==> src/rtl/piso_pkg.sv <==
// Shared definitions for the parallel-in/serial-out transmitter: state encoding
// and frame/counter sizing helpers.
package piso_pkg;

    typedef logic [1:0] state_t;

    localparam state_t ST_IDLE  = 2'b00;
    localparam state_t ST_SHIFT = 2'b01;
    localparam state_t ST_GAP   = 2'b10;

    function automatic int frame_len(input int width, input int parity_en);
        return width + ((parity_en != 32'sd0) ? 32'sd1 : 32'sd0);
    endfunction

    function automatic int cnt_width(input int width, input int parity_en);
        return $clog2(frame_len(width, parity_en) + 32'sd1);
    endfunction

endpackage

==> src/rtl/piso_serial_tx_if.sv <==
// Load handshake between a word producer and the serial transmitter.
interface piso_serial_tx_if #(
    parameter int WIDTH = 8
);
    logic             load_valid;
    logic [WIDTH-1:0] load_data;
    logic             load_ready;

    modport master (output load_valid, output load_data, input  load_ready);
    modport slave  (input  load_valid, input  load_data, output load_ready);
endinterface

==> src/rtl/piso_shift_reg.sv <==
// Loadable shift register. The first bit of a loaded word is handed straight to
// the caller, so the register keeps only the bits still to be sent.
module piso_shift_reg #(
    parameter int WIDTH     = 8,
    parameter int MSB_FIRST = 1
) (
    input  logic             clk,
    input  logic             rst_n,
    input  logic             i_load,
    input  logic             i_shift_en,
    input  logic [WIDTH-1:0] i_data,
    output logic             o_first,
    output logic             o_sout
);

    logic [WIDTH-1:0] r_data;
    logic [WIDTH-1:0] w_load_rem;
    logic [WIDTH-1:0] w_shifted;

    assign o_first    = (MSB_FIRST != 0) ? i_data[WIDTH-1] : i_data[0];
    assign o_sout     = (MSB_FIRST != 0) ? r_data[WIDTH-1] : r_data[0];
    assign w_load_rem = (MSB_FIRST != 0) ? {i_data[WIDTH-2:0], 1'b0}
                                         : {1'b0, i_data[WIDTH-1:1]};
    assign w_shifted  = (MSB_FIRST != 0) ? {r_data[WIDTH-2:0], 1'b0}
                                         : {1'b0, r_data[WIDTH-1:1]};

    // Storage: capture the remainder of a new word, or advance by one bit.
    always_ff @(posedge clk) begin
        if (!rst_n) begin
            r_data <= '0;
        end else if (i_load) begin
            r_data <= w_load_rem;
        end else if (i_shift_en) begin
            r_data <= w_shifted;
        end else begin
            r_data <= r_data;
        end
    end

endmodule

==> src/rtl/piso_serial_tx.sv <==
// Parallel-in/serial-out transmitter: shifts a word out one bit per clock with a
// frame strobe, optional trailing even-parity bit and a done pulse in the gap cycle.
module piso_serial_tx
    import piso_pkg::*;
#(
    parameter int WIDTH     = 8,
    parameter int MSB_FIRST = 1,
    parameter int PARITY_EN = 0
) (
    input  logic                    clk,
    input  logic                    rst_n,
    piso_serial_tx_if.slave         load_if,
    output logic                    sdata,
    output logic                    sframe,
    output logic                    done,
    output logic                    busy
);

    localparam int FRAME_LEN = frame_len(WIDTH, PARITY_EN);
    localparam int CNT_W     = cnt_width(WIDTH, PARITY_EN);
    localparam logic [CNT_W-1:0] CNT_LOAD = CNT_W'(FRAME_LEN - 1);
    localparam logic [CNT_W-1:0] CNT_ONE  = CNT_W'(1);
    localparam logic [CNT_W-1:0] CNT_ZERO = CNT_W'(0);

    function automatic logic even_parity(input logic [WIDTH-1:0] d);
        return ^d;
    endfunction

    state_t           r_state;
    logic [CNT_W-1:0] r_cnt;
    logic             r_parity;
    logic             r_sdata;
    logic             r_sframe;
    logic             r_done;

    logic             w_ready_st;
    logic             w_accept;
    logic             w_shift_en;
    logic             w_last_is_par;
    logic             w_first;
    logic             w_sout;

    assign w_ready_st    = (r_state == ST_IDLE) || (r_state == ST_GAP);
    assign w_accept      = load_if.load_valid && w_ready_st;
    assign w_shift_en    = (r_state == ST_SHIFT) && (r_cnt != CNT_ZERO);
    assign w_last_is_par = (PARITY_EN != 0) && (r_cnt == CNT_ONE);

    assign load_if.load_ready = rst_n && w_ready_st;
    assign busy   = (r_state == ST_SHIFT);
    assign sdata  = r_sdata;
    assign sframe = r_sframe;
    assign done   = r_done;

    piso_shift_reg #(
        .WIDTH     (WIDTH),
        .MSB_FIRST (MSB_FIRST)
    ) u_shift (
        .clk        (clk),
        .rst_n      (rst_n),
        .i_load     (w_accept),
        .i_shift_en (w_shift_en),
        .i_data     (load_if.load_data),
        .o_first    (w_first),
        .o_sout     (w_sout)
    );

    // Frame sequencing: accept, count bits out (parity last), one gap cycle with done.
    always_ff @(posedge clk) begin
        if (!rst_n) begin
            r_state  <= ST_IDLE;
            r_cnt    <= CNT_ZERO;
            r_parity <= 1'b0;
            r_sdata  <= 1'b0;
            r_sframe <= 1'b0;
            r_done   <= 1'b0;
        end else begin
            case (r_state)
                ST_IDLE, ST_GAP: begin
                    if (w_accept) begin
                        r_state  <= ST_SHIFT;
                        r_cnt    <= CNT_LOAD;
                        r_parity <= even_parity(load_if.load_data);
                        r_sdata  <= w_first;
                        r_sframe <= 1'b1;
                    end else begin
                        r_state  <= ST_IDLE;
                        r_cnt    <= CNT_ZERO;
                        r_parity <= r_parity;
                        r_sdata  <= 1'b0;
                        r_sframe <= 1'b0;
                    end
                    r_done <= 1'b0;
                end
                ST_SHIFT: begin
                    if (r_cnt == CNT_ZERO) begin
                        r_state  <= ST_GAP;
                        r_cnt    <= CNT_ZERO;
                        r_sdata  <= 1'b0;
                        r_sframe <= 1'b0;
                        r_done   <= 1'b1;
                    end else begin
                        r_state  <= ST_SHIFT;
                        r_cnt    <= r_cnt - CNT_ONE;
                        r_sdata  <= w_last_is_par ? r_parity : w_sout;
                        r_sframe <= 1'b1;
                        r_done   <= 1'b0;
                    end
                    r_parity <= r_parity;
                end
                default: begin
                    r_state  <= ST_IDLE;
                    r_cnt    <= CNT_ZERO;
                    r_parity <= 1'b0;
                    r_sdata  <= 1'b0;
                    r_sframe <= 1'b0;
                    r_done   <= 1'b0;
                end
            endcase
        end
    end

endmodule

==> src/flat_wrapper.sv <==
// flat-port wrapper written by rule: the top's interface ports become plain ports
module piso_serial_tx_flat import piso_pkg::*;
#(
    parameter int WIDTH     = 8,
    parameter int MSB_FIRST = 1,
    parameter int PARITY_EN = 0
)
  (clk, rst_n, sdata, sframe, done, busy, load_if_load_valid, load_if_load_data, load_if_load_ready);
  piso_serial_tx_if #(.WIDTH(WIDTH)) load_if_i ();
  input  logic clk;
  input  logic rst_n;
  output logic sdata;
  output logic sframe;
  output logic done;
  output logic busy;
  input wire logic [$bits(load_if_i.load_valid)-1:0] load_if_load_valid;
  input wire logic [$bits(load_if_i.load_data)-1:0] load_if_load_data;
  output wire logic [$bits(load_if_i.load_ready)-1:0] load_if_load_ready;
  assign load_if_i.load_valid = load_if_load_valid;
  assign load_if_i.load_data = load_if_load_data;
  assign load_if_load_ready = load_if_i.load_ready;
  piso_serial_tx #(.WIDTH(WIDTH), .MSB_FIRST(MSB_FIRST), .PARITY_EN(PARITY_EN)) u_core (.clk(clk), .rst_n(rst_n), .load_if(load_if_i), .sdata(sdata), .sframe(sframe), .done(done), .busy(busy));
endmodule
==> config.mk <==
export PLATFORM = sky130hd
export DESIGN_NAME = piso_serial_tx_flat
export DESIGN_NICKNAME = d
export VERILOG_FILES = /design/src/rtl/piso_pkg.sv /design/src/rtl/piso_serial_tx_if.sv /design/src/rtl/piso_shift_reg.sv /design/src/rtl/piso_serial_tx.sv /design/src/flat_wrapper.sv
export SDC_FILE = /design/constraint.sdc
export NUM_CORES = 1
export LEC_CHECK = 0
export ABC_AREA = 1
export CAP_MARGIN = 20
export CORE_MARGIN = 4
export CORE_UTILIZATION = 43
export DETAILED_ROUTE_END_ITERATION = 8
export HOLD_SLACK_MARGIN = 0.06
export PLACE_DENSITY_LB_ADDON = 0.25
export SLEW_MARGIN = 0
export SYNTH_ARGS = -nofsm -noshare
export SYNTH_HDL_FRONTEND = slang
export SYNTH_SLANG_ARGS = --single-unit
export TNS_END_PERCENT = 1
==> constraint.sdc <==
create_clock -name clk -period 1.13 [get_ports clk]
set_input_delay 0.2825 -clock clk [delete_from_list [all_inputs] [get_ports clk]]
set_output_delay 0.2825 -clock clk [all_outputs]
set_load 0.01 [all_outputs]
==> impl_results.md <==
* Final WL at 1490 µm
* Count of cell types in the netlist at 18
* Status: complete, but fails checks
* Die extent in y at 49.0 µm
* Crit-path max FO at 3
* Synthesis-to-finish area growth at 40.8%
* WL met2 at 766 µm
* Layout cell share with drive strength beyond 1 at 0.368
* Port bufs at 15
* Synth Warn # at 0
* Max-cap violations at 0
* Endpoints failing setup at 2
* Die area at 2400 µm²
* CP bufs+invs at 2
* FF+latch count, synth at 15
* FP Rows at 14
* ANT nets after route at 0
* Clock transition at path regs at 0.09 ns
* Antenna violations before repair at 0
* Total number of vias at 644
* Detailed Routing Iterations Pass 1 at 2
* Least-Margin Pin Slew at 0.216 ns
* Critical path class: flop to primary output
* Crit path arrival time at 0.89 ns
* CP Capture Type: primary output
* H-tree levels at 1
* Final hold viol count at 0
* Placed Instances at 128
* Diode count at 0
* Uppermost layer routed: met4
* Slowest cell on the critical path: dfxtp_2
* Starting density of the core at 0.469
* Critical Path Start: u_core.r_state[0]
* Post-Syn Nets at 102
* Unrepaired setup endpoints after global routing: true
* Crit-path cells: inv_2 > nor2_4 > buf_6
* CP max stage delay at 0.35 ns
* Max VDD drop at 0.758 mV
* Die width at 49.0 µm
* Cell Area, Synth at 723 µm²
* Min-delay src: u_core.u_shift.r_data[7]
* Vias per inst at 4.84
* TritonCTS buffer count at 3
* Core footprint at 1540 µm²
* Final core utilization at 0.661
* Vias in the first global route at 565
* Worst r2r src: u_core.r_state[0]
* Pin count of the biggest net entering global routing at 15
* GPL Wtd Cong at 0.744
* First-pass GRT wire length at 2320 µm
* Finished Layout Cells at 133
* Hold Path Class: flop to flop
* CTS max path bufs at 2
* Tcrit/Tclk final at 1.03
* WL per Instance at 11.2 µm
* Final setup margin at -0.0390 ns
* Min cycle time layout at 1.17 ns
* DRC violations left at 0
* GRT Overall Usage at 0.122
* Avg Cell Area, Syn at 8.13 µm²
* CP Launch Type: flop
* Delay-heaviest family, CP: flip-flops
* Leak at 0.000438 µW
* I/O pin total at 16
* Critical Path RT at 0.85 ns
* Register area share after synthesis at 0.415
* Pwr Density at 1250 nW/µm²
* Post-Route M1 WL at 625 µm
* Wire length on met3 at 82 µm
* Grt ovf at 0
* Max_slew headroom at 0.856
* Clk Latency, worst-skew pair at 0.28 ns
* Post-CTS Setup Inserts at 0
* TritonCTS clock tree: yes
* Worst clock skew at 0.00161 ns
* Initial DRC Count at 9
* Synth Instances at 89
* Failing checks: negative setup slack
* CTS Sinks at 15
* Max Fclk at 855 MHz
* Final #Nets at 131
* Post-DP HPWL at 1060 µm
* Root Driver: clkbuf_4
* Max Slew Vio Count at 0
* Total power at 1270 µW
## stage by stage
| step | setup TNS (ns) | setup slack, ns | hold WS, ns | instance area, µm² |
|---|---|---|---|---|
| after floorplan | 0 | 0.0415 | 0.400 | 723 |
| after global placement | -4.17 | -0.587 | 0.455 | 950 |
| final | -0.0494 | -0.0390 | 0.476 | 1020 |
| after global routing | -0.619 | -0.0781 | 0.494 | 1020 |
| after CTS | -0.0825 | -0.0473 | 0.474 | 985 |
| after detailed placement | -4.33 | -0.606 | 0.461 | 950 |
## Yosys cell counts
cell type	n	area share
nand2_4	3	0.047
nand2_1	28	0.15
nand2_2	2	0.017
a21oi_1	3	0.021
dfxtp_1	15	0.42
nor2_1	5	0.026
nor2_4	1	0.016
clkinv_2	1	0.0069
ha_1	2	0.035
xnor2_1	1	0.012
nor4_1	2	0.017
buf_4	1	0.010
inv_2	1	0.0052
buf_6	1	0.016
nand2_8	1	0.028
a21oi_2	8	0.097
inv_1	6	0.031
nand3_1	8	0.055
## worst min-delay path, cell delays in order, from the launching register on
cell     delay, ns
dfxtp_1       0.32
nand2_1       0.07
a21oi_2       0.04
## logic make-up (layout without fill, tap and decap cells)
family,count (synthesis),after routing,share of synthesized area
AOI/OAI and AO/OA,11,11,0.118
xor gates and xnor gates,1,1,0.0121
buffers and inverters,10,37,0.0692
DFF,15,15,0.415
adders and majority gates,2,2,0.0346
and+or+nand+nor,50,51,0.351
## placed cells by master (no fill, tap or decap)
cell	instances
dlygate4sd2_1	2
xnor2_1	1
nand3_1	8
nand2_8	3
dfxtp_2	3
ha_2	1
inv_1	5
nor4_2	2
clkdlybuf4s50_1	8
buf_2	1
nand2_2	2
inv_2	2
clkbuf_2	2
clkbuf_4	3
clkbuf_1	1
clkinv_4	1
clkdlybuf4s15_1	1
nor2_4	1
a21oi_2	9
nand2_1	28
a21oi_1	2
ha_1	1
nor2_1	5
buf_4	9
dfxtp_1	12
nand2_4	2
buf_6	2
## layer usage
| metal | GRT usage | vias to the layer above |
|---|---|---|
| met1 | 0.124 | 288 |
| met4 | 0.0673 | 0 |
| li1 | - | 340 |
| met5 | 0 | - |
| met3 | 0.0367 | 2 |
| met2 | 0.217 | 14 |
## registers in the layout (all words and copies together), names as in the netlist
signal	cells
u_core.u_shift.r_data	7
u_core.r_cnt	4
u_core.r_state	2
u_core.done	1
u_core.sdata	1
## final cells by class
class | instances | area, µm²
fill | 137 | 523
clock buffer | 4 | 26.3
sequential | 15 | 304
multi-input combinational | 65 | 420
timing repair buffer | 25 | 213
tap | 16 | 20.0
inverter | 8 | 35.0
## final timing paths
check	cells past startpoint	slack, ns	end
hold reg to reg	2	0.48	u_core.sdata
hold / removal	2	0.48	u_core.sdata
setup reg to reg	8	0.01	u_core.u_shift.r_data[6]
setup / recovery	3	-0.04	busy
## power breakdown
| part | internal (µW) | switching (µW) | total [µW] | leakage (µW) |
|---|---|---|---|---|
| clock network | 137 | 168 | 305 | 0.0000150 |
| logic | 172 | 206 | 378 | 0.000299 |
| registers | 568 | 21.2 | 590 | 0.000124 |
| total | 877 | 395 | 1270 | 0.000438 |
## timing repair
action / CTS / global route
setup endpoints to repair: 14 / 20
gates cloned: 0 / 1
hold buffers: 0 / 0
gates resized for setup: 21 / 11
pin swaps: 1 / 3
Note: power is estimated with default switching activity, not from simulation.
